$ cat config.mk
export PLATFORM = sky130hd
export DESIGN_NAME = cc_busmux_pipe_flat
export DESIGN_NICKNAME = d
export VERILOG_FILES = /design/src/rtl/cc_busmux_pipe_if.sv /design/src/rtl/cc_busmux_pipe.sv /design/src/flat_wrapper.sv
export SDC_FILE = /design/constraint.sdc
export NUM_CORES = 1
export LEC_CHECK = 0
export BUFFER_PORTS_ARGS = -buffer_cell sky130_fd_sc_hd__buf_2
export CAP_MARGIN = 20
export CORE_AREA = 2 2 222 224
export CTS_CLUSTER_DIAMETER = 50
export CTS_CLUSTER_SIZE = 24
export DETAILED_ROUTE_END_ITERATION = 6
export DIE_AREA = 0 0 224 226
export MAX_ROUTING_LAYER = met4
export PLACE_DENSITY = 0.43
export SKIP_LAST_GASP = 1
export SYNTH_ARGS = -nofsm -noshare
export SYNTH_HDL_FRONTEND = slang
export SYNTH_SLANG_ARGS = --single-unit
$ cat constraint.sdc
create_clock -name CC_BUSMUX_PIPE_CLOCK_50 -period 2.9 [get_ports CC_BUSMUX_PIPE_CLOCK_50]
set_clock_uncertainty 0.1 [all_clocks]
set_input_delay 0.145 -clock CC_BUSMUX_PIPE_CLOCK_50 [delete_from_list [all_inputs] [get_ports CC_BUSMUX_PIPE_CLOCK_50]]
set_output_delay 0.145 -clock CC_BUSMUX_PIPE_CLOCK_50 [all_outputs]
set_load 0.02 [all_outputs]
$ cat src/rtl/cc_busmux_pipe_if.sv
// rtl/cc_busmux_pipe_if.sv - request/result bundle for the pipelined channel bus multiplexer
//
// Purpose: groups the channel bus, selectors and both handshakes of cc_busmux_pipe.
// Ports (signals):
//   CC_BUSMUX_PIPE_data_InBus                [NUM_CHANNELS*DATAWIDTH_BUS]  flat channel bus
//   CC_BUSMUX_PIPE_Select_In                 0 = scratchpad selector, 1 = MIR selector
//   CC_BUSMUX_PIPE_ScratchpadSelection_InBus scratchpad channel index
//   CC_BUSMUX_PIPE_MIRSelection_InBus        MIR channel index
//   CC_BUSMUX_PIPE_Valid_In / Ready_Out      upstream request handshake
//   CC_BUSMUX_PIPE_data_OutBus               registered selected data
//   CC_BUSMUX_PIPE_Channel_OutBus            registered effective channel index
//   CC_BUSMUX_PIPE_Valid_Out / Ready_In      downstream result handshake
//   CC_BUSMUX_PIPE_RangeError_Out            sticky out-of-range flag
//   CC_BUSMUX_PIPE_ErrorClear_In             clear for the sticky flag
// Modports: master = upstream/downstream side, slave = the multiplexer.
interface cc_busmux_pipe_if #(
  parameter int DATAWIDTH_BUS                  = 32,
  parameter int NUM_CHANNELS                   = 16,
  parameter int DATAWIDTH_SCRATCHPAD_DIRECTION = 5,
  parameter int DATAWIDTH_MIR_DIRECTION        = 6
);
  logic [NUM_CHANNELS*DATAWIDTH_BUS-1:0]       CC_BUSMUX_PIPE_data_InBus;
  logic                                        CC_BUSMUX_PIPE_Select_In;
  logic [DATAWIDTH_SCRATCHPAD_DIRECTION-1:0]   CC_BUSMUX_PIPE_ScratchpadSelection_InBus;
  logic [DATAWIDTH_MIR_DIRECTION-1:0]          CC_BUSMUX_PIPE_MIRSelection_InBus;
  logic                                        CC_BUSMUX_PIPE_Valid_In;
  logic                                        CC_BUSMUX_PIPE_Ready_Out;
  logic [DATAWIDTH_BUS-1:0]                    CC_BUSMUX_PIPE_data_OutBus;
  logic [DATAWIDTH_MIR_DIRECTION-1:0]          CC_BUSMUX_PIPE_Channel_OutBus;
  logic                                        CC_BUSMUX_PIPE_Valid_Out;
  logic                                        CC_BUSMUX_PIPE_Ready_In;
  logic                                        CC_BUSMUX_PIPE_RangeError_Out;
  logic                                        CC_BUSMUX_PIPE_ErrorClear_In;

  modport master (
    output CC_BUSMUX_PIPE_data_InBus, CC_BUSMUX_PIPE_Select_In,
           CC_BUSMUX_PIPE_ScratchpadSelection_InBus, CC_BUSMUX_PIPE_MIRSelection_InBus,
           CC_BUSMUX_PIPE_Valid_In, CC_BUSMUX_PIPE_Ready_In, CC_BUSMUX_PIPE_ErrorClear_In,
    input  CC_BUSMUX_PIPE_Ready_Out, CC_BUSMUX_PIPE_data_OutBus, CC_BUSMUX_PIPE_Channel_OutBus,
           CC_BUSMUX_PIPE_Valid_Out, CC_BUSMUX_PIPE_RangeError_Out
  );

  modport slave (
    input  CC_BUSMUX_PIPE_data_InBus, CC_BUSMUX_PIPE_Select_In,
           CC_BUSMUX_PIPE_ScratchpadSelection_InBus, CC_BUSMUX_PIPE_MIRSelection_InBus,
           CC_BUSMUX_PIPE_Valid_In, CC_BUSMUX_PIPE_Ready_In, CC_BUSMUX_PIPE_ErrorClear_In,
    output CC_BUSMUX_PIPE_Ready_Out, CC_BUSMUX_PIPE_data_OutBus, CC_BUSMUX_PIPE_Channel_OutBus,
           CC_BUSMUX_PIPE_Valid_Out, CC_BUSMUX_PIPE_RangeError_Out
  );
endinterface

$ cat src/rtl/cc_busmux_pipe.sv
// rtl/cc_busmux_pipe.sv - one-stage pipelined channel multiplexer with range checking
//
// Purpose: selects one channel of a flat bus by a scratchpad or MIR index, registers
// the data and the effective index behind a valid/ready handshake, and flags
// out-of-range indices (which fall back to channel 0) in a sticky error bit.
// Ports:
//   CC_BUSMUX_PIPE_CLOCK_50      rising-edge clock
//   CC_BUSMUX_PIPE_RESET_InHigh  asynchronous active-high reset
//   busIf                        cc_busmux_pipe_if.slave (bus, selectors, handshakes, error)
module cc_busmux_pipe #(
  parameter int DATAWIDTH_BUS                  = 32,
  parameter int NUM_CHANNELS                   = 16,
  parameter int DATAWIDTH_SCRATCHPAD_DIRECTION = 5,
  parameter int DATAWIDTH_MIR_DIRECTION        = 6
) (
  input  logic          CC_BUSMUX_PIPE_CLOCK_50,
  input  logic          CC_BUSMUX_PIPE_RESET_InHigh,
  cc_busmux_pipe_if.slave busIf
);

  typedef enum logic {sEmpty, sFull} stateType;

  stateType                           state, stateNext;
  logic [DATAWIDTH_MIR_DIRECTION-1:0] rawIndex;
  logic [DATAWIDTH_MIR_DIRECTION-1:0] effIndex;
  logic                               outOfRange;
  logic                               readyOut;
  logic                               accept;
  logic [DATAWIDTH_BUS-1:0]           selData;
  logic [DATAWIDTH_BUS-1:0]           dataReg;
  logic [DATAWIDTH_MIR_DIRECTION-1:0] channelReg;
  logic                               rangeErr;

  // Scratchpad selector is zero-extended into the wider MIR index space.
  always_comb begin
    rawIndex = '0;
    if (busIf.CC_BUSMUX_PIPE_Select_In)
      rawIndex = busIf.CC_BUSMUX_PIPE_MIRSelection_InBus;
    else
      rawIndex[DATAWIDTH_SCRATCHPAD_DIRECTION-1:0] = busIf.CC_BUSMUX_PIPE_ScratchpadSelection_InBus;
  end

  assign outOfRange = 32'(rawIndex) >= 32'(NUM_CHANNELS);
  assign effIndex   = outOfRange ? '0 : rawIndex;

  // Compare-and-select mux keeps index widths independent of NUM_CHANNELS.
  always_comb begin
    selData = '0;
    for (int k = 0; k < NUM_CHANNELS; k++) begin
      if (32'(effIndex) == 32'(k))
        selData = busIf.CC_BUSMUX_PIPE_data_InBus[k*DATAWIDTH_BUS +: DATAWIDTH_BUS];
    end
  end

  // A full stage can still accept when the result leaves in the same cycle.
  assign readyOut = (state == sEmpty) || busIf.CC_BUSMUX_PIPE_Ready_In;
  assign accept   = busIf.CC_BUSMUX_PIPE_Valid_In && readyOut;

  always_ff @(posedge CC_BUSMUX_PIPE_CLOCK_50 or posedge CC_BUSMUX_PIPE_RESET_InHigh) begin
    if (CC_BUSMUX_PIPE_RESET_InHigh)
      state <= sEmpty;
    else
      state <= stateNext;
  end

  always_comb begin
    stateNext = state;
    case (state)
      sEmpty: if (busIf.CC_BUSMUX_PIPE_Valid_In) stateNext = sFull;
      sFull:  if (busIf.CC_BUSMUX_PIPE_Ready_In && !busIf.CC_BUSMUX_PIPE_Valid_In) stateNext = sEmpty;
      default: stateNext = sEmpty;
    endcase
  end

  always_ff @(posedge CC_BUSMUX_PIPE_CLOCK_50 or posedge CC_BUSMUX_PIPE_RESET_InHigh) begin
    if (CC_BUSMUX_PIPE_RESET_InHigh) begin
      dataReg    <= '0;
      channelReg <= '0;
    end else if (accept) begin
      dataReg    <= selData;
      channelReg <= effIndex;
    end
  end

  // Setting has priority over clearing so a coincident error is never lost.
  always_ff @(posedge CC_BUSMUX_PIPE_CLOCK_50 or posedge CC_BUSMUX_PIPE_RESET_InHigh) begin
    if (CC_BUSMUX_PIPE_RESET_InHigh)
      rangeErr <= 1'b0;
    else if (accept && outOfRange)
      rangeErr <= 1'b1;
    else if (busIf.CC_BUSMUX_PIPE_ErrorClear_In)
      rangeErr <= 1'b0;
  end

  assign busIf.CC_BUSMUX_PIPE_Ready_Out      = readyOut;
  assign busIf.CC_BUSMUX_PIPE_data_OutBus    = dataReg;
  assign busIf.CC_BUSMUX_PIPE_Channel_OutBus = channelReg;
  assign busIf.CC_BUSMUX_PIPE_Valid_Out      = (state == sFull);
  assign busIf.CC_BUSMUX_PIPE_RangeError_Out = rangeErr;

endmodule

$ cat src/flat_wrapper.sv
// flat-port wrapper written by rule: the top's interface ports become plain ports
module cc_busmux_pipe_flat 
#(
  parameter int DATAWIDTH_BUS                  = 32,
  parameter int NUM_CHANNELS                   = 16,
  parameter int DATAWIDTH_SCRATCHPAD_DIRECTION = 5,
  parameter int DATAWIDTH_MIR_DIRECTION        = 6
)
  (CC_BUSMUX_PIPE_CLOCK_50, CC_BUSMUX_PIPE_RESET_InHigh, busIf_CC_BUSMUX_PIPE_data_InBus, busIf_CC_BUSMUX_PIPE_Select_In, busIf_CC_BUSMUX_PIPE_ScratchpadSelection_InBus, busIf_CC_BUSMUX_PIPE_MIRSelection_InBus, busIf_CC_BUSMUX_PIPE_Valid_In, busIf_CC_BUSMUX_PIPE_Ready_In, busIf_CC_BUSMUX_PIPE_ErrorClear_In, busIf_CC_BUSMUX_PIPE_Ready_Out, busIf_CC_BUSMUX_PIPE_data_OutBus, busIf_CC_BUSMUX_PIPE_Channel_OutBus, busIf_CC_BUSMUX_PIPE_Valid_Out, busIf_CC_BUSMUX_PIPE_RangeError_Out);
  cc_busmux_pipe_if #(.DATAWIDTH_BUS(DATAWIDTH_BUS), .NUM_CHANNELS(NUM_CHANNELS), .DATAWIDTH_SCRATCHPAD_DIRECTION(DATAWIDTH_SCRATCHPAD_DIRECTION), .DATAWIDTH_MIR_DIRECTION(DATAWIDTH_MIR_DIRECTION)) busIf_i ();
  input  logic CC_BUSMUX_PIPE_CLOCK_50;
  input  logic CC_BUSMUX_PIPE_RESET_InHigh;
  input wire logic [$bits(busIf_i.CC_BUSMUX_PIPE_data_InBus)-1:0] busIf_CC_BUSMUX_PIPE_data_InBus;
  input wire logic [$bits(busIf_i.CC_BUSMUX_PIPE_Select_In)-1:0] busIf_CC_BUSMUX_PIPE_Select_In;
  input wire logic [$bits(busIf_i.CC_BUSMUX_PIPE_ScratchpadSelection_InBus)-1:0] busIf_CC_BUSMUX_PIPE_ScratchpadSelection_InBus;
  input wire logic [$bits(busIf_i.CC_BUSMUX_PIPE_MIRSelection_InBus)-1:0] busIf_CC_BUSMUX_PIPE_MIRSelection_InBus;
  input wire logic [$bits(busIf_i.CC_BUSMUX_PIPE_Valid_In)-1:0] busIf_CC_BUSMUX_PIPE_Valid_In;
  input wire logic [$bits(busIf_i.CC_BUSMUX_PIPE_Ready_In)-1:0] busIf_CC_BUSMUX_PIPE_Ready_In;
  input wire logic [$bits(busIf_i.CC_BUSMUX_PIPE_ErrorClear_In)-1:0] busIf_CC_BUSMUX_PIPE_ErrorClear_In;
  output wire logic [$bits(busIf_i.CC_BUSMUX_PIPE_Ready_Out)-1:0] busIf_CC_BUSMUX_PIPE_Ready_Out;
  output wire logic [$bits(busIf_i.CC_BUSMUX_PIPE_data_OutBus)-1:0] busIf_CC_BUSMUX_PIPE_data_OutBus;
  output wire logic [$bits(busIf_i.CC_BUSMUX_PIPE_Channel_OutBus)-1:0] busIf_CC_BUSMUX_PIPE_Channel_OutBus;
  output wire logic [$bits(busIf_i.CC_BUSMUX_PIPE_Valid_Out)-1:0] busIf_CC_BUSMUX_PIPE_Valid_Out;
  output wire logic [$bits(busIf_i.CC_BUSMUX_PIPE_RangeError_Out)-1:0] busIf_CC_BUSMUX_PIPE_RangeError_Out;
  assign busIf_i.CC_BUSMUX_PIPE_data_InBus = busIf_CC_BUSMUX_PIPE_data_InBus;
  assign busIf_i.CC_BUSMUX_PIPE_Select_In = busIf_CC_BUSMUX_PIPE_Select_In;
  assign busIf_i.CC_BUSMUX_PIPE_ScratchpadSelection_InBus = busIf_CC_BUSMUX_PIPE_ScratchpadSelection_InBus;
  assign busIf_i.CC_BUSMUX_PIPE_MIRSelection_InBus = busIf_CC_BUSMUX_PIPE_MIRSelection_InBus;
  assign busIf_i.CC_BUSMUX_PIPE_Valid_In = busIf_CC_BUSMUX_PIPE_Valid_In;
  assign busIf_i.CC_BUSMUX_PIPE_Ready_In = busIf_CC_BUSMUX_PIPE_Ready_In;
  assign busIf_i.CC_BUSMUX_PIPE_ErrorClear_In = busIf_CC_BUSMUX_PIPE_ErrorClear_In;
  assign busIf_CC_BUSMUX_PIPE_Ready_Out = busIf_i.CC_BUSMUX_PIPE_Ready_Out;
  assign busIf_CC_BUSMUX_PIPE_data_OutBus = busIf_i.CC_BUSMUX_PIPE_data_OutBus;
  assign busIf_CC_BUSMUX_PIPE_Channel_OutBus = busIf_i.CC_BUSMUX_PIPE_Channel_OutBus;
  assign busIf_CC_BUSMUX_PIPE_Valid_Out = busIf_i.CC_BUSMUX_PIPE_Valid_Out;
  assign busIf_CC_BUSMUX_PIPE_RangeError_Out = busIf_i.CC_BUSMUX_PIPE_RangeError_Out;
  cc_busmux_pipe #(.DATAWIDTH_BUS(DATAWIDTH_BUS), .NUM_CHANNELS(NUM_CHANNELS), .DATAWIDTH_SCRATCHPAD_DIRECTION(DATAWIDTH_SCRATCHPAD_DIRECTION), .DATAWIDTH_MIR_DIRECTION(DATAWIDTH_MIR_DIRECTION)) u_core (.CC_BUSMUX_PIPE_CLOCK_50(CC_BUSMUX_PIPE_CLOCK_50), .CC_BUSMUX_PIPE_RESET_InHigh(CC_BUSMUX_PIPE_RESET_InHigh), .busIf(busIf_i));
endmodule
==> results.py, run 1 <==
metrics = {
    "routing": {
        "wl_mm": 51.6,
        "drt_pass1_iterations": 7,
        "ant_nets": 0,
        "drt-wirelength-per-cell_um": 26.5,
        "drt-initial-drc-count": 995,
        "vias_per_cell": 4.71,
        "drc_errors": 7,
        "vias": 9178,
    },
    "placement": {
        "post_dp_cell_area_sq_um": 9590,
        "gp_congestion": 0.952,
        "dp.cells": 1922,
        "dp_slack_ns": -0.474,
        "hpwlAfterDp_mm": 44.3,
        "portBuffers": 569,
    },
    "logic_synthesis": {
        "avgSynthCellArea_sq_um": 7.57,
        "ys_seq_elements": 40,
        "synthSimpleGateAreaFrac": 0.273,
        "synth_top_area_share": 0.185,
        "synth-edff-count": 0,
        "yosysTopAreaCell": "dfrtp_1",
        "synth-main-ff-cell": "dfrtp_1",
        "yosys_warnings": 0,
        "synth_cell_types": 70,
        "syn-num-nets": 1242,
        "synthesis.area_sq_um": 5400,
        "synth_mux_area_frac": 0.0482,
        "synthAdderAreaFrac": 0,
        "synth-seq-area-share": 0.185,
        "synth-xor-area-share": 0,
        "ys_async_sr_fraction": 1.00,
        "synth_compound_area_frac": 0.424,
        "synth_top_family_by_area": "compound AO/OA/AOI/OAI gates",
        "synthTopCellsByArea": "dfrtp_1 19%, a222oi_1 7.4%, nand2_1 6.7%",
        "synth_cells": 713,
    },
    "timing": {
        "setup_ws_ns": 0.124,
        "hold_viol": 0,
        "setup_viol": 0,
        "rsz0062_at_grt": "no",
        "fin_tns_setup_ns": 0,
        "slew_violations": 0,
        "min_period_ns": 2.78,
        "tightest_slew_ns": 0.932,
        "slew_headroom": 0.374,
        "whs_ns": 0.0347,
        "fin_crit_sh": 0.957,
        "timing.fmax_ghz": 0.360,
    },
    "layout": {
        "fin_util": 0.204,
        "syn_to_final_growth_pct": 82.3,
        "layout.cells.non_filler": 1950,
        "nets": 1839,
        "num-fill-cells": 5501,
        "final_design_area_no_fill_sq_um": 9840,
        "drive_gt1_frac": 0.540,
    },
    "status": {
        "status": "finished with violations",
        "violations": "design-rule violations",
    },
    "cts": {
        "clk_pin_slew_worst_paths_ns": 0.07,
        "cts_max_level": 2,
        "clock_latency_ns": 0.29,
        "cts_tree": "built",
        "clockRootBuffer": "clkbuf_16",
        "clock_sinks": 40,
        "cts_buffers": 5,
        "clk_path_buf_depth": 2,
    },
    "critical_path": {
        "end_kind": "register",
        "start_kind": "primary input",
        "crit_type": "in -> reg",
        "worstPathArrival_ns": 2.84,
        "critPathMaxFanout": 17,
        "critPathRequiredTime_ns": 2.96,
    },
    "power": {
        "ir_drop_mv": 0.206,
        "power.density_nw_per_um2": 302,
        "p_leak_nw": 4.68,
        "power_mw": 2.97,
    },
    "floorplan": {
        "rows": 81,
        "dieWidth_um": 224,
        "coreArea_sq_um": 48300,
        "dieHeight_um": 226,
        "ios": 570,
        "start_util": 0.112,
        "die_area_sq_um": 50600,
    },
    "grt": {
        "grt_max_degree": 36,
        "grt_pass1_wl_mm": 67.8,
        "grt_pass1_vias": 9061,
        "antenna_found_initial": 25,
        "overflow": 0,
        "grt_use_total": 0.197,
    },
    "min_path": {
        "hold_path_class": "in -> reg",
    },
    "flow_run": {
        "maxCapViolCount": 0,
    },
}
[sequential cells by signal, summed over array words and instances (netlist names)]
name / flops
u_core.busIf.CC_BUSMUX_PIPE_Valid_Out: 1
u_core.busIf.CC_BUSMUX_PIPE_RangeError_Out: 1
u_core.busIf.CC_BUSMUX_PIPE_data_OutBus: 32
u_core.busIf.CC_BUSMUX_PIPE_Channel_OutBus: 6
[layout make-up]
| class | instances | area [sq um] | area share |
|---|---|---|---|
| Antenna cell | 17 | 42.5 | 0.00432 |
| Clock buffer | 6 | 139 | 0.0141 |
| Clock inverter | 2 | 13.8 | 0.00140 |
| Inverter | 5 | 18.8 | 0.00191 |
| Multi-Input combinational cell | 599 | 4100 | 0.417 |
| Sequential cell | 40 | 1000 | 0.102 |
| Tap cell | 622 | 778 | 0.0791 |
| Timing Repair Buffer | 659 | 3740 | 0.381 |
[report_power, final]
part / internal [mW] / switching [mW] / total, mW
Combinational: 0.679 / 0.942 / 1.62
Sequential: 0.658 / 0.0691 / 0.728
Clock: 0.346 / 0.273 / 0.619
[cell families after synthesis]
kind of cell    after synthesis
buf+inv                      74
compound gates              308
flops                        40
simple gates                266
mux                          25
[worst paths after layout]
path / startpoint / endpoint / slack (ns) / cells after the start
worst max-delay path: busIf_CC_BUSMUX_PIPE_Select_In / u_core.busIf.CC_BUSMUX_PIPE_data_OutBus[1] / 0.12 / 9
worst min-delay path: busIf_CC_BUSMUX_PIPE_data_InBus[484] / u_core.busIf.CC_BUSMUX_PIPE_data_OutBus[4] / 0.03 / 3
worst max register to register: u_core.busIf.CC_BUSMUX_PIPE_Valid_Out / u_core.busIf.CC_BUSMUX_PIPE_data_OutBus[19] / 0.43 / 8
worst min register to register: u_core.busIf.CC_BUSMUX_PIPE_Channel_OutBus[2] / u_core.busIf.CC_BUSMUX_PIPE_Channel_OutBus[2] / 0.39 / 2
max in group asynchronous: CC_BUSMUX_PIPE_RESET_InHigh / u_core.busIf.CC_BUSMUX_PIPE_data_OutBus[18] / 1.50 / 4
min in group asynchronous: CC_BUSMUX_PIPE_RESET_InHigh / u_core.busIf.CC_BUSMUX_PIPE_data_OutBus[24] / 0.37 / 3
[cells in the mapped netlist, drive strengths merged, types with 11 or more instances]
| master | number |
|---|---|
| nand2 | 96 |
| o21ai | 57 |
| nor2 | 50 |
| buf | 42 |
| a21oi | 41 |
| a222oi | 40 |
| dfrtp | 40 |
| o22ai | 31 |
| clkbuf | 27 |
| o211ai | 25 |
| a22oi | 24 |
| o221ai | 24 |
| mux2i | 23 |
| and3 | 20 |
| a221oi | 16 |
| nor3 | 16 |
| and4b | 15 |
| nand3 | 14 |
| nor4 | 11 |
[layout by cell type (no fill, tap or decap), types with 4 or more instances in the layout]
master	count
a2111oi_0	5
a211oi_1	9
a21oi_1	41
a221oi_1	14
a222oi_1	40
a22oi_1	24
and3_1	20
and4b_1	15
buf_12	17
buf_2	569
buf_4	70
clkbuf_16	5
dfrtp_1	40
diode_2	17
inv_1	4
mux2i_1	21
nand2_1	94
nand3_1	13
nand4_1	5
nor2_1	49
nor3_1	5
nor3_2	4
nor3_4	7
nor3b_1	4
nor4_1	9
o211ai_1	17
o211ai_2	8
o21ai_0	20
o21ai_1	36
o221ai_1	24
o22ai_1	31
or3_1	8
[repair_timing]
item	4_1_cts	5_1_grt
hold buffers	3	0
endpoints found under the hold margin	24	0
gates resized for setup	1	3
setup buffers	0	0
endpoints found under the setup margin	1	2
pin swaps	0	1
[layer usage]
metal	part of all wire	up-vias	global-route usage
met1	0.46	4422	0.264
met2	0.45	557	0.301
met4	0.021	0	0.0591
met5	0	-	-
li1	-	4149	-
met3	0.074	50	0.0358
[worst max-delay path, stage by stage]
cell	delay, ns
buf_2	0.28
nor4bb_2	0.39
or2_1	0.44
nor4_4	0.09
buf_12	0.17
a222oi_1	0.57
nand2_1	0.21
a211oi_2	0.43
a211oi_1	0.08
Note: power is estimated with default switching activity, not from simulation.
==> run 2, diff against run 1 <==
--- a/config.mk
+++ b/config.mk
@@ -8,6 +8,7 @@
 export BUFFER_PORTS_ARGS = -buffer_cell sky130_fd_sc_hd__buf_2
 export CAP_MARGIN = 20
 export CORE_AREA = 2 2 222 224
+export CTS_BUF_LIST = sky130_fd_sc_hd__clkbuf_16
 export CTS_CLUSTER_DIAMETER = 50
 export CTS_CLUSTER_SIZE = 24
 export DETAILED_ROUTE_END_ITERATION = 6
==> run 2 against run 1 <==
- the flow still finishes with violations (design-rule violations)
- global-route usage did not move
- hold slack did not move
- sequential share of layout area barely moved
- die area did not move
- non-clock buffer count did not move
- register-to-register slack barely moved
- largest cell class unchanged
- utilization barely moved
- critical endpoint unchanged
- sequential power barely moved
- combinational power barely moved
- first-iteration DRC count did not move
- critical path type unchanged
==> results.py, run 2 (synthesized netlist as in run 1, its figures left out) <==
metrics = {
    "status": {
        "status": "finished with violations",
        "violations": "design-rule violations",
    },
    "power": {
        "p_leak_nw": 4.67,
        "power.density_nw_per_um2": 299,
        "seq_power_share": 0.247,
        "p_sw_frac": 0.437,
        "ir_drop_mv": 0.170,
        "power.internal_mw": 1.66,
        "p_sw_mw": 1.28,
        "pwr-share-comb": 0.551,
        "clkPwrFrac": 0.201,
    },
    "routing": {
        "wl_mm": 51.6,
        "drc_errors": 7,
        "ant_nets": 0,
        "vias_per_cell": 4.71,
        "drt-initial-drc-count": 995,
        "drt_pass1_iterations": 7,
        "drt-wirelength-per-cell_um": 26.5,
        "vias": 9178,
    },
    "placement": {
        "gp_congestion": 0.952,
        "hpwlAfterDp_mm": 44.3,
        "post_dp_cell_area_sq_um": 9590,
        "dp_slack_ns": -0.474,
        "portBuffers": 569,
    },
    "critical_path": {
        "worstPathArrival_ns": 2.84,
        "critPathMaxFanout": 17,
        "crit_type": "in -> reg",
        "slowest_stage": "a222oi_1",
        "crit_family": "simple AND/OR/NAND/NOR gates",
        "start_kind": "primary input",
        "max_stage_delay_ns": 0.57,
        "cp_cell_sequence": "buf_2 -> nor4bb_2 -> or2_1 -> nor4_4 -> buf_12 -> a222oi_1 -> nand2_1 -> a211oi_2 -> a211oi_1",
        "end_kind": "register",
        "crit_buf_inv": 2,
        "critPathRequiredTime_ns": 2.96,
    },
    "grt": {
        "overflow": 0,
        "grt_pass1_wl_mm": 67.8,
        "grt_pass1_vias": 9061,
        "antenna_found_initial": 25,
        "grt_max_degree": 36,
        "grt_use_total": 0.197,
    },
    "timing": {
        "fin_tns_setup_ns": 0,
        "whs_ns": 0.0347,
        "slew_headroom": 0.374,
        "rsz0062_at_grt": "no",
        "min_period_ns": 2.78,
        "timing.fmax_ghz": 0.360,
        "setup_viol": 0,
        "tightest_slew_ns": 0.932,
        "fin_crit_sh": 0.957,
        "hold_viol": 0,
        "setup_ws_ns": 0.124,
        "slew_violations": 0,
    },
    "floorplan": {
        "coreArea_sq_um": 48300,
        "ios": 570,
        "rows": 81,
        "dieWidth_um": 224,
        "dieHeight_um": 226,
        "start_util": 0.112,
        "die_area_sq_um": 50600,
    },
    "layout": {
        "nets": 1839,
        "mostFrequentLayoutCell": "buf_2",
        "mostFrequentLayoutCells": "569 x buf_2, 94 x nand2_1, 70 x buf_4, 49 x nor2_1, 41 x a21oi_1",
        "drive_gt1_frac": 0.539,
        "largest_reg_flops": 32,
        "final_design_area_no_fill_sq_um": 9830,
        "num-fill-cells": 5502,
        "syn_to_final_growth_pct": 82.1,
    },
    "cts": {
        "cts_max_level": 2,
        "clk_path_buf_depth": 2,
        "clock_sinks": 40,
        "clockRootBuffer": "clkbuf_16",
        "clk_pin_slew_worst_paths_ns": 0.07,
        "clock_latency_ns": 0.29,
        "cts_buffers": 5,
        "cts_setup_buffers": 0,
        "cts_tree": "built",
    },
    "min_path": {
        "hold_path_class": "in -> reg",
    },
    "flow_run": {
        "maxCapViolCount": 0,
    },
}
run 2: cell types whose count changed in the layout (fill, tap and decap cells not counted), sizes merged:
cell | previous run | this run
clkbuf | 6 | 5
clkinv | 1 | 2
run 2: area by class of cell:
cell class / count / area, sq um / area share
clock buffers: 5 / 125 / 0.0127
flip-flops and latches: 40 / 1000 / 0.102
repair buffers: 659 / 3740 / 0.381
well taps: 622 / 778 / 0.0792
clock inverters: 3 / 17.5 / 0.00178
inverters: 5 / 18.8 / 0.00191
multi-input cells: 599 / 4100 / 0.417
diodes: 17 / 42.5 / 0.00433
run 2: power by group through the flow:
stage                     Combinational, mW  Clock, mW  Sequential [mW]
after floorplan                       0.513          0            0.846
after global placement                 1.62          0            0.739
after detailed placement               1.62          0            0.739
after CTS                              1.63      0.619            0.728
after global routing                   1.72      0.628            0.739
final                                  1.62      0.591            0.728
run 2: worst min-delay path: stages:
cell	delay, ns
buf_2	0.09
nand3_1	0.07
nand3_1	0.09
run 2: path summary, 6_finish.rpt:
path,cells past startpoint,from,endpoint,slack (ns)
max,9,busIf_CC_BUSMUX_PIPE_Select_In,u_core.busIf.CC_BUSMUX_PIPE_data_OutBus[1],0.12
min,3,busIf_CC_BUSMUX_PIPE_data_InBus[484],u_core.busIf.CC_BUSMUX_PIPE_data_OutBus[4],0.03
max reg2reg,8,u_core.busIf.CC_BUSMUX_PIPE_Valid_Out,u_core.busIf.CC_BUSMUX_PIPE_data_OutBus[19],0.43
min reg2reg,2,u_core.busIf.CC_BUSMUX_PIPE_Channel_OutBus[2],u_core.busIf.CC_BUSMUX_PIPE_Channel_OutBus[2],0.39
max in group asynchronous,4,CC_BUSMUX_PIPE_RESET_InHigh,u_core.busIf.CC_BUSMUX_PIPE_data_OutBus[18],1.50
min in group asynchronous,3,CC_BUSMUX_PIPE_RESET_InHigh,u_core.busIf.CC_BUSMUX_PIPE_data_OutBus[24],0.37
run 2: what timing repair did:
item	in CTS	in global routing
pin swaps	0	1
gates cloned	0	0
hold buffers	3	0
setup endpoints to repair	1	2
gates resized for setup	1	3
hold endpoints to repair	24	0
run 2: routing by layer:
| layer | global-route usage | up-vias | share of wire |
|---|---|---|---|
| met2 | 0.301 | 557 | 0.45 |
| met1 | 0.264 | 4422 | 0.46 |
| met3 | 0.0358 | 50 | 0.074 |
| met4 | 0.0591 | 0 | 0.021 |
| met5 | - | - | 0 |
| li1 | - | 4149 | - |
run 2: through the flow:
stage                     power [mW]   util  std cells
after global placement          2.36  0.198       1922
after detailed placement        2.36  0.198       1922
after global routing            3.09  0.203       1948
after CTS                       2.97  0.202       1933
after floorplan                 1.36      -        713
final                           2.94  0.203       1950
==> run 3, diff against run 2 <==
--- a/config.mk
+++ b/config.mk
@@ -7,14 +7,14 @@
 export LEC_CHECK = 0
 export BUFFER_PORTS_ARGS = -buffer_cell sky130_fd_sc_hd__buf_2
 export CAP_MARGIN = 20
-export CORE_AREA = 2 2 222 224
+export CORE_AREA = 2 2 225 227
 export CTS_BUF_LIST = sky130_fd_sc_hd__clkbuf_16
 export CTS_CLUSTER_DIAMETER = 50
 export CTS_CLUSTER_SIZE = 24
 export DETAILED_ROUTE_END_ITERATION = 6
-export DIE_AREA = 0 0 224 226
+export DIE_AREA = 0 0 227 229
 export MAX_ROUTING_LAYER = met4
-export PLACE_DENSITY = 0.43
+export PLACE_DENSITY = 0.42
 export SKIP_LAST_GASP = 1
 export SYNTH_ARGS = -nofsm -noshare
 export SYNTH_HDL_FRONTEND = slang
==> constraint.sdc (replaced) <==
create_clock -name CC_BUSMUX_PIPE_CLOCK_50 -period 3 [get_ports CC_BUSMUX_PIPE_CLOCK_50]
set_clock_uncertainty 0.1 [all_clocks]
set_input_delay 0.15 -clock CC_BUSMUX_PIPE_CLOCK_50 [delete_from_list [all_inputs] [get_ports CC_BUSMUX_PIPE_CLOCK_50]]
set_output_delay 0.15 -clock CC_BUSMUX_PIPE_CLOCK_50 [all_outputs]
set_load 0.02 [all_outputs]
==> run 3 against run 2 <==
- the flow still finishes with violations (design-rule violations)
- critical endpoint is now u_core.busIf.CC_BUSMUX_PIPE_data_OutBus[31]
- clock power increased by 15%
- global-route usage increased by 1.1 points
- first-iteration DRC count decreased by 21%
- largest cell class unchanged
- critical path depth unchanged
- highest routed layer unchanged
- combinational power decreased by 4%
- total power decreased by 0.33%
- wire length increased by 5.8%
- worst setup slack improved by 0.0089 ns
- die area increased by 2.7%
==> results.py, run 3 (synthesized netlist as in run 1, its figures left out) <==
metrics = {
    "routing": {
        "wl_met2_mm": 24.9,
        "drt-wirelength-per-cell_um": 27.5,
        "vias": 9027,
        "vias_per_cell": 4.54,
        "route.met3.wl_mm": 3.87,
        "wl_mm": 54.6,
        "wl_met1_mm": 24.8,
        "drt-initial-drc-count": 786,
        "drc_errors": 11,
        "top_layer": "met4",
        "drt_pass1_iterations": 7,
        "ant_nets": 0,
    },
    "grt": {
        "antenna_found_initial": 27,
        "grt_use_total": 0.208,
        "overflow": 0,
        "grt_pass1_wl_mm": 72.2,
        "grt_max_degree": 41,
        "grt_pass1_vias": 9222,
    },
    "critical_path": {
        "max_stage_delay_ns": 0.48,
        "critPathMaxFanout": 17,
        "cp_cell_sequence": "buf_2 -> or3b_4 -> a22o_1 -> buf_4 -> or3_1 -> o22ai_1 -> a21oi_1 -> o211ai_1 -> o21ai_1",
        "worstPathArrival_ns": 2.93,
        "crit_type": "in -> reg",
        "end_kind": "register",
        "crit_buf_inv": 2,
        "start_kind": "primary input",
        "crit_family": "compound AO/OA/AOI/OAI gates",
        "critPathRequiredTime_ns": 3.06,
        "slowest_stage": "o211ai_1",
    },
    "layout": {
        "mostFrequentLayoutCell": "buf_2",
        "syn_to_final_growth_pct": 81.6,
        "largest_reg_flops": 32,
        "nets": 1832,
        "final_design_area_no_fill_sq_um": 9800,
        "drive_gt1_frac": 0.535,
        "mostFrequentLayoutCells": "570 x buf_2, 95 x nand2_1, 65 x buf_4, 49 x nor2_1, 41 x a21oi_1",
    },
    "floorplan": {
        "die_area_sq_um": 52000,
        "rows": 82,
        "coreArea_sq_um": 49700,
        "ios": 570,
        "dieWidth_um": 227,
        "start_util": 0.109,
        "dieHeight_um": 229,
    },
    "timing": {
        "fin_tns_setup_ns": 0,
        "setup_ws_ns": 0.133,
        "rsz0062_at_grt": "no",
        "min_period_ns": 2.87,
        "fin_crit_sh": 0.956,
        "whs_ns": 0.0435,
        "tightest_slew_ns": 0.993,
        "timing.fmax_ghz": 0.349,
        "slew_violations": 0,
        "slew_headroom": 0.336,
        "hold_viol": 0,
        "setup_viol": 0,
    },
    "cts": {
        "cts_max_level": 2,
        "clockRootBuffer": "clkbuf_16",
        "clock_sinks": 40,
        "cts_setup_buffers": 0,
        "clk_pin_slew_worst_paths_ns": 0.07,
        "cts_tree": "built",
        "cts_buffers": 5,
        "clock_latency_ns": 0.31,
        "clk_path_buf_depth": 2,
    },
    "placement": {
        "hpwlAfterDp_mm": 46.2,
        "gp_congestion": 0.962,
        "portBuffers": 569,
        "post_dp_cell_area_sq_um": 9560,
        "dp_slack_ns": -0.220,
    },
    "power": {
        "power.density_nw_per_um2": 299,
        "ir_drop_mv": 0.178,
        "p_leak_nw": 4.63,
    },
    "status": {
        "violations": "design-rule violations",
        "status": "finished with violations",
    },
    "flow_run": {
        "maxCapViolCount": 0,
    },
    "min_path": {
        "hold_path_class": "in -> reg",
    },
}
==> run 3: power breakdown <==
| part | total, mW | internal (mW) | switching [mW] |
|---|---|---|---|
| Combinational | 1.55 | 0.644 | 0.908 |
| Clock | 0.682 | 0.393 | 0.289 |
| Sequential | 0.697 | 0.636 | 0.0607 |
| Total | 2.93 | 1.67 | 1.26 |
==> run 3: per-layer routing <==
layer	track usage	up-vias
met5	-	-
met4	0.0529	0
met3	0.0312	39
met2	0.325	508
met1	0.279	4368
li1	-	4112
==> run 3: area by class of cell <==
| cell class | instances | area [sq um] |
|---|---|---|
| Timing Repair Buffer | 652 | 3650 |
| Inverter | 5 | 18.8 |
| Antenna cell | 13 | 32.5 |
| Multi-Input combinational cell | 599 | 4090 |
| Tap cell | 672 | 841 |
| Clock buffer | 5 | 125 |
| Sequential cell | 40 | 1000 |
| Fill cell | 5754 | 39900 |
| Clock inverter | 3 | 42.5 |
==> run 3: repair_timing <==
item                       in CTS  in global routing
hold endpoints to repair       42                  0
hold buffers                    3                  0
resized for setup               0                  2
setup endpoints to repair       0                  2
==> run 3: stage by stage <==
stage / power [mW] / cells / util
floorplan: 1.31 / 713 / -
global placement: 2.26 / 1964 / 0.192
detailed placement: 2.26 / 1965 / 0.192
CTS: 2.97 / 1976 / 0.196
global route: 3.09 / 1987 / 0.197
finish: 2.93 / 1989 / 0.197
==> run 3: worst paths after layout <==
| kind | slack (ns) | depth (start not counted) | from | endpoint |
|---|---|---|---|---|
| setup / recovery | 0.13 | 9 | busIf_CC_BUSMUX_PIPE_Select_In | u_core.busIf.CC_BUSMUX_PIPE_data_OutBus[31] |
| hold / removal | 0.04 | 3 | busIf_CC_BUSMUX_PIPE_data_InBus[439] | u_core.busIf.CC_BUSMUX_PIPE_data_OutBus[23] |
| setup reg to reg | 0.31 | 9 | u_core.busIf.CC_BUSMUX_PIPE_Valid_Out | u_core.busIf.CC_BUSMUX_PIPE_data_OutBus[22] |
| hold reg to reg | 0.38 | 2 | u_core.busIf.CC_BUSMUX_PIPE_Channel_OutBus[1] | u_core.busIf.CC_BUSMUX_PIPE_Channel_OutBus[1] |
| max in group asynchronous | 1.84 | 4 | CC_BUSMUX_PIPE_RESET_InHigh | u_core.busIf.CC_BUSMUX_PIPE_Channel_OutBus[4] |
| min in group asynchronous | 0.46 | 4 | CC_BUSMUX_PIPE_RESET_InHigh | u_core.busIf.CC_BUSMUX_PIPE_data_OutBus[13] |
==> run 3: worst register-to-register path, delay by kind of cell (launching register included) <==
kind | cells | cell delay [ns]
AO/OA/AOI/OAI | 3 | 0.81
buffers and inverters | 2 | 0.45
flip-flops | 1 | 0.38
AND/OR/NAND/NOR | 4 | 0.88
